### config.mk
export PLATFORM = sky130hd
export DESIGN_NAME = seg7_frame_scanner
export DESIGN_NICKNAME = d
export VERILOG_FILES = /design/src/rtl/seg7_frame_scanner.sv
export SDC_FILE = /design/constraint.sdc
export NUM_CORES = 1
export LEC_CHECK = 0
export CAP_MARGIN = 20
export CORE_AREA = 2 2 121 123
export DETAILED_ROUTE_END_ITERATION = 6
export DIE_AREA = 0 0 123 125
export PLACE_DENSITY = 0.76
export SKIP_LAST_GASP = 1
export SYNTH_ARGS = -nofsm -noshare
export SYNTH_HDL_FRONTEND = slang
export SYNTH_SLANG_ARGS = --single-unit
### constraint.sdc
create_clock -name clk -period 7.9 [get_ports clk]
set_clock_uncertainty 0.2 [all_clocks]
set_input_delay 1.58 -clock clk [delete_from_list [all_inputs] [get_ports clk]]
set_output_delay 1.58 -clock clk [all_outputs]
set_load 0.03 [all_outputs]
### src/rtl/seg7_frame_scanner.sv
// ---------------------------------------------------------------------------
// seg7_frame_scanner
//
// Display back end for a multiplexed seven-segment display. A complete frame
// of per-digit segment patterns is accepted over a valid/ready handshake into
// a shadow buffer. The shadow is copied into the active buffer only on the
// last cycle of a full scan, so a frame is never shown partially. Each digit
// slot starts with a few dark cycles to suppress ghosting between digits.
//
// Ports
//   clk          system clock
//   rst          asynchronous, active-high reset
//   frame_data   8*w_digit segment patterns, digit i in bits [8i+7:8i],
//                order abcdefgh (MSB = a, LSB = h/dp)
//   frame_valid  frame_data holds a frame
//   frame_ready  shadow buffer is empty, a frame can be accepted
//   digit_en     per-digit enable, sampled every cycle
//   abcdefgh     segment drive, active-high
//   digit        one-hot digit select, active-high, bit 0 = rightmost
//   scan_wrap    one-cycle pulse on the last cycle of a full scan
// ---------------------------------------------------------------------------
module seg7_frame_scanner #(
  parameter int clk_mhz        = 50,
  parameter int w_digit        = 8,
  parameter int digit_rate_khz = 1,
  parameter int blank_cycles   = 16
) (
  input  logic                 clk,
  input  logic                 rst,
  input  logic [8*w_digit-1:0] frame_data,
  input  logic                 frame_valid,
  output logic                 frame_ready,
  input  logic [w_digit-1:0]   digit_en,
  output logic [7:0]           abcdefgh,
  output logic [w_digit-1:0]   digit,
  output logic                 scan_wrap
);

  localparam int DWELL = clk_mhz * 1000 / digit_rate_khz;
  localparam int CNT_W = (DWELL > 1) ? $clog2(DWELL) : 1;
  localparam int IDX_W = (w_digit > 1) ? $clog2(w_digit) : 1;

  localparam logic [CNT_W-1:0]   CNT_LAST  = CNT_W'(DWELL - 1);
  localparam logic [IDX_W-1:0]   IDX_LAST  = IDX_W'(w_digit - 1);
  localparam logic [CNT_W-1:0]   BLANK_END = CNT_W'(blank_cycles);
  localparam logic [w_digit-1:0] DIGIT_ONE = w_digit'(1);

  // Reject parameter sets that would leave no visible part of a slot.
  if (DWELL < 1 || blank_cycles < 0 || blank_cycles >= DWELL) begin : g_bad_params
    $error("seg7_frame_scanner: need 0 <= blank_cycles < DWELL");
  end

  // Storage
  logic [8*w_digit-1:0] active_q, active_d;
  logic [8*w_digit-1:0] shadow_q, shadow_d;
  logic                 shadow_full_q, shadow_full_d;
  logic [IDX_W-1:0]     idx_q, idx_d;
  logic [CNT_W-1:0]     cnt_q, cnt_d;

  // Registered outputs
  logic [7:0]           abcdefgh_q, abcdefgh_d;
  logic [w_digit-1:0]   digit_q, digit_d;
  logic                 scan_wrap_q, scan_wrap_d;
  logic                 frame_ready_q, frame_ready_d;

  logic                 wrap_now;
  logic                 show;

  always_comb begin
    active_d      = active_q;
    shadow_d      = shadow_q;
    shadow_full_d = shadow_full_q;
    idx_d         = idx_q;
    cnt_d         = cnt_q;
    abcdefgh_d    = 8'h00;
    digit_d       = '0;
    scan_wrap_d   = 1'b0;
    frame_ready_d = 1'b1;
    wrap_now      = (idx_q == IDX_LAST) && (cnt_q == CNT_LAST);
    show          = 1'b0;

    // Slot timing: cnt runs through one slot, idx steps once per slot.
    if (cnt_q == CNT_LAST) begin
      cnt_d = '0;
      idx_d = (idx_q == IDX_LAST) ? '0 : idx_q + 1'b1;
    end else begin
      cnt_d = cnt_q + 1'b1;
    end

    // Swap and capture are mutually exclusive: capture needs an empty
    // shadow, swap needs a full one. A frame captured on the wrap cycle
    // itself therefore waits for the following wrap.
    if (wrap_now && shadow_full_q) begin
      active_d      = shadow_q;
      shadow_full_d = 1'b0;
    end else if (frame_valid && frame_ready_q) begin
      shadow_d      = frame_data;
      shadow_full_d = 1'b1;
    end

    frame_ready_d = ~shadow_full_d;

    // Outputs are computed from next-state values so the registered
    // outputs line up with idx_q/cnt_q in the cycle they are visible.
    scan_wrap_d = (idx_d == IDX_LAST) && (cnt_d == CNT_LAST);
    show        = (cnt_d >= BLANK_END);
    if (show && digit_en[idx_d]) begin
      digit_d    = DIGIT_ONE << idx_d;
      abcdefgh_d = active_d[{idx_d, 3'b000} +: 8];
    end
  end

  always_ff @(posedge clk or posedge rst) begin
    if (rst) begin
      active_q      <= '0;
      shadow_q      <= '0;
      shadow_full_q <= 1'b0;
      idx_q         <= '0;
      cnt_q         <= '0;
      abcdefgh_q    <= 8'h00;
      digit_q       <= '0;
      scan_wrap_q   <= 1'b0;
      frame_ready_q <= 1'b1;
    end else begin
      active_q      <= active_d;
      shadow_q      <= shadow_d;
      shadow_full_q <= shadow_full_d;
      idx_q         <= idx_d;
      cnt_q         <= cnt_d;
      abcdefgh_q    <= abcdefgh_d;
      digit_q       <= digit_d;
      scan_wrap_q   <= scan_wrap_d;
      frame_ready_q <= frame_ready_d;
    end
  end

  assign abcdefgh    = abcdefgh_q;
  assign digit       = digit_q;
  assign scan_wrap   = scan_wrap_q;
  assign frame_ready = frame_ready_q;

endmodule

==> flow_summary.toml <==
[clock_tree]
path_clk_slew_ns = 0.07
tritoncts = "built"
cts_root_buf = "clkbuf_16"
numCtsBuffers = 17
insertion_delay_ns = 0.43
holdBufCountCts = 0
h-tree-depth = 4
clkSinkCount = 166
post_cts_buffers = 0
post_cts_resized = 0
clockBufferDepth = 2

[layout]
drive_gt1_frac = 0.160
multi_input_area_sq_mm = 0.00336
fill_cells = 1071
area_delta_synth_final_pct = 21.2
ff_latch_area_sq_mm = 0.00416
n_antenna_cell = 0
nNetsFinal = 871
final_area_sq_mm = 0.00939

[sta]
timing.final.crit_period_ns = 4.03
hold_viol = 0
setup_viol = 0
worst_pin_slew_ns = 0.998
fin_tns_setup_ns = 0
relSlewSlack = 0.316
fin_crit_sh = 0.510
rsz0062_at_grt = "false"
fmax_mhz = 248
maxSlewViolCount = 0

[yosys]
ys_seq_area_frac = 0.536
synth_area_sq_mm = 0.00775
netlist.area_leader.share = 0.533
yosysTopAreaCell = "dfrtp_1"
synth-edff-count = 0
synth-seq-cells = 166
syn-num-nets = 793
ys_warn_count = 0
yosys-top-cells-count = "nand2_1, dfrtp_1, mux2_2"
synth.most_common_cell = "nand2_1"
synth.avg_cell_area_sq_um = 10.8
synth_area_leaders = "dfrtp_1, nand2_1, mux2_2"
synthCells = 714
synthDistinctLibCells = 57
yosys_most_used_dff = "dfrtp_1"
async_reset_ff_frac = 1.00

[floorplanning]
die_h_um = 125
start_util = 0.545
die-area_sq_mm = 0.0154
io_pins = 93
core_area_sq_mm = 0.0142
die_w_um = 123
rows = 44

[routing]
routedWlPerCell_um = 18.1
drc = 0
viasPerCell = 5.78
dr.pass1.iters = 5
postRouteAntennaNets = 0
vias = 5713
drtIter0Drc = 483
drt-total-wl_mm = 17.9

[job]
cap_violations = 0

[pwr]
power_density_mw_per_mm2 = 233
leakage_nw = 4.30
total_power_mw = 2.19
vdd_drop_max_uv = 180

[worst_setup_path]
cp_common_cell = "nor2_1"
path_max_fanout = 39
worstPathArrival_ns = 4.19
cp-start-kind = "register"
slowest_delay_ns = 0.88
cpMaxStageDelayCell = "nor2_4"
critPathKind = "reg2reg"
path_cells = "ha_1 > and3_1 > nand4_1 > nor2_4 > buf_4 > nor2_1 > a221oi_1 > a21oi_1 > nor2_1"
required_ns = 8.06
setup.worst_path.end_class = "register"

[placement]
port_buffers = 92
gp_congestion = 0.889
hpwl_mm = 12.1
placed_cell_area_sq_mm = 0.00876

[outcome]
outcome = "finished, final reports clean"

[grt]
overflow = 0
grt_pass1_wl_mm = 29.2
grt_max_degree = 103
antenna_found_initial = 0
grt_usage = 0.246
grt_pass1_vias = 5952

[min_path]
min_path_type = "reg2reg"
-- worst max-delay path, delay by kind of cell, from the launching register on --
family / cells / cell delay [ns]
AOI/OAI and AO/OA: 2 / 0.37
DFF: 1 / 0.43
adders and majority gates: 1 / 0.24
and+or+nand+nor: 5 / 2.23
buffers and inverters: 1 / 0.49
-- final cells by class --
class	count	share of cell area
repair buffers	99	0.104
well taps	184	0.0245
clock buffers	19	0.0483
multi-input cells	498	0.358
flip-flops and latches	166	0.443
clock inverters	13	0.0180
inverters	10	0.00453
-- state kept, by name, summed over array words and instances (netlist names) --
name	flops
active_q	64
idx_q	3
shadow_q	64
abcdefgh	8
shadow_full_q	1
frame_ready	1
digit	8
cnt_q	16
scan_wrap	1
-- where the power goes --
group | switching [mW] | internal (mW)
logic | 0.0733 | 0.153
clock network | 0.343 | 0.518
registers | 0.115 | 0.987
total | 0.532 | 1.66
-- cells in the final DEF (no fill, tap or decap), drive strengths merged, types with 14 or more instances in the layout --
cell	netlist	layout
a21oi	15	15
nor2	26	26
clkdlybuf4s50	0	92
mux2	66	66
inv	10	14
dfrtp	165	165
clkbuf	13	19
nand2	216	216
mux2i	27	27
nand3	18	18
-- layer usage --
| metal | GRT usage | up-vias | share of wire |
|---|---|---|---|
| met5 | 0 | - | 0 |
| met4 | 0.0936 | 0 | 0.021 |
| met3 | 0.0570 | 35 | 0.062 |
| met2 | 0.411 | 221 | 0.51 |
| met1 | 0.310 | 2837 | 0.41 |
| li1 | - | 2620 | - |
-- through the flow --
step | hold slack (ns) | instances | setup slack [ns] | utilization
3_5_place_dp | 0.252 | 957 | 3.84 | 0.617
6_report | 0.271 | 989 | 3.87 | 0.661
2_1_floorplan | 0.231 | 714 | 1.63 | -
4_1_cts | 0.269 | 989 | 3.92 | 0.661
3_3_place_gp | 0.248 | 957 | 3.91 | 0.617
5_1_grt | 0.295 | 989 | 3.50 | 0.661
-- final timing paths --
path	slack (ns)	cells past startpoint	to	start
max in group asynchronous	4.68	3	shadow_q[31]$_DFFE_PP0P_	rst
worst max register to register	3.87	9	abcdefgh[7]$_DFF_PP0_	cnt_q[0]$_DFF_PP0_
worst min register to register	0.27	2	active_q[15]$_DFF_PP0_	active_q[15]$_DFF_PP0_
min in group asynchronous	1.50	2	shadow_q[40]$_DFFE_PP0P_	rst
worst max-delay path	3.87	9	abcdefgh[7]$_DFF_PP0_	cnt_q[0]$_DFF_PP0_
worst min-delay path	0.27	2	active_q[15]$_DFF_PP0_	active_q[15]$_DFF_PP0_
-- cell families (layout without fill, tap and decap cells) --
kind of cell | Yosys count | after routing | synth area share
AO/OA/AOI/OAI | 61 | 61 | 0.0546
XOR/XNOR | 15 | 15 | 0.0170
adder cells (fa/ha/maj) | 4 | 4 | 0.00646
buffers and inverters | 50 | 141 | 0.0307
flip-flops | 166 | 166 | 0.536
multiplexers | 105 | 105 | 0.168
AND/OR/NAND/NOR | 313 | 313 | 0.187
Power figures use the tool's default switching activity.
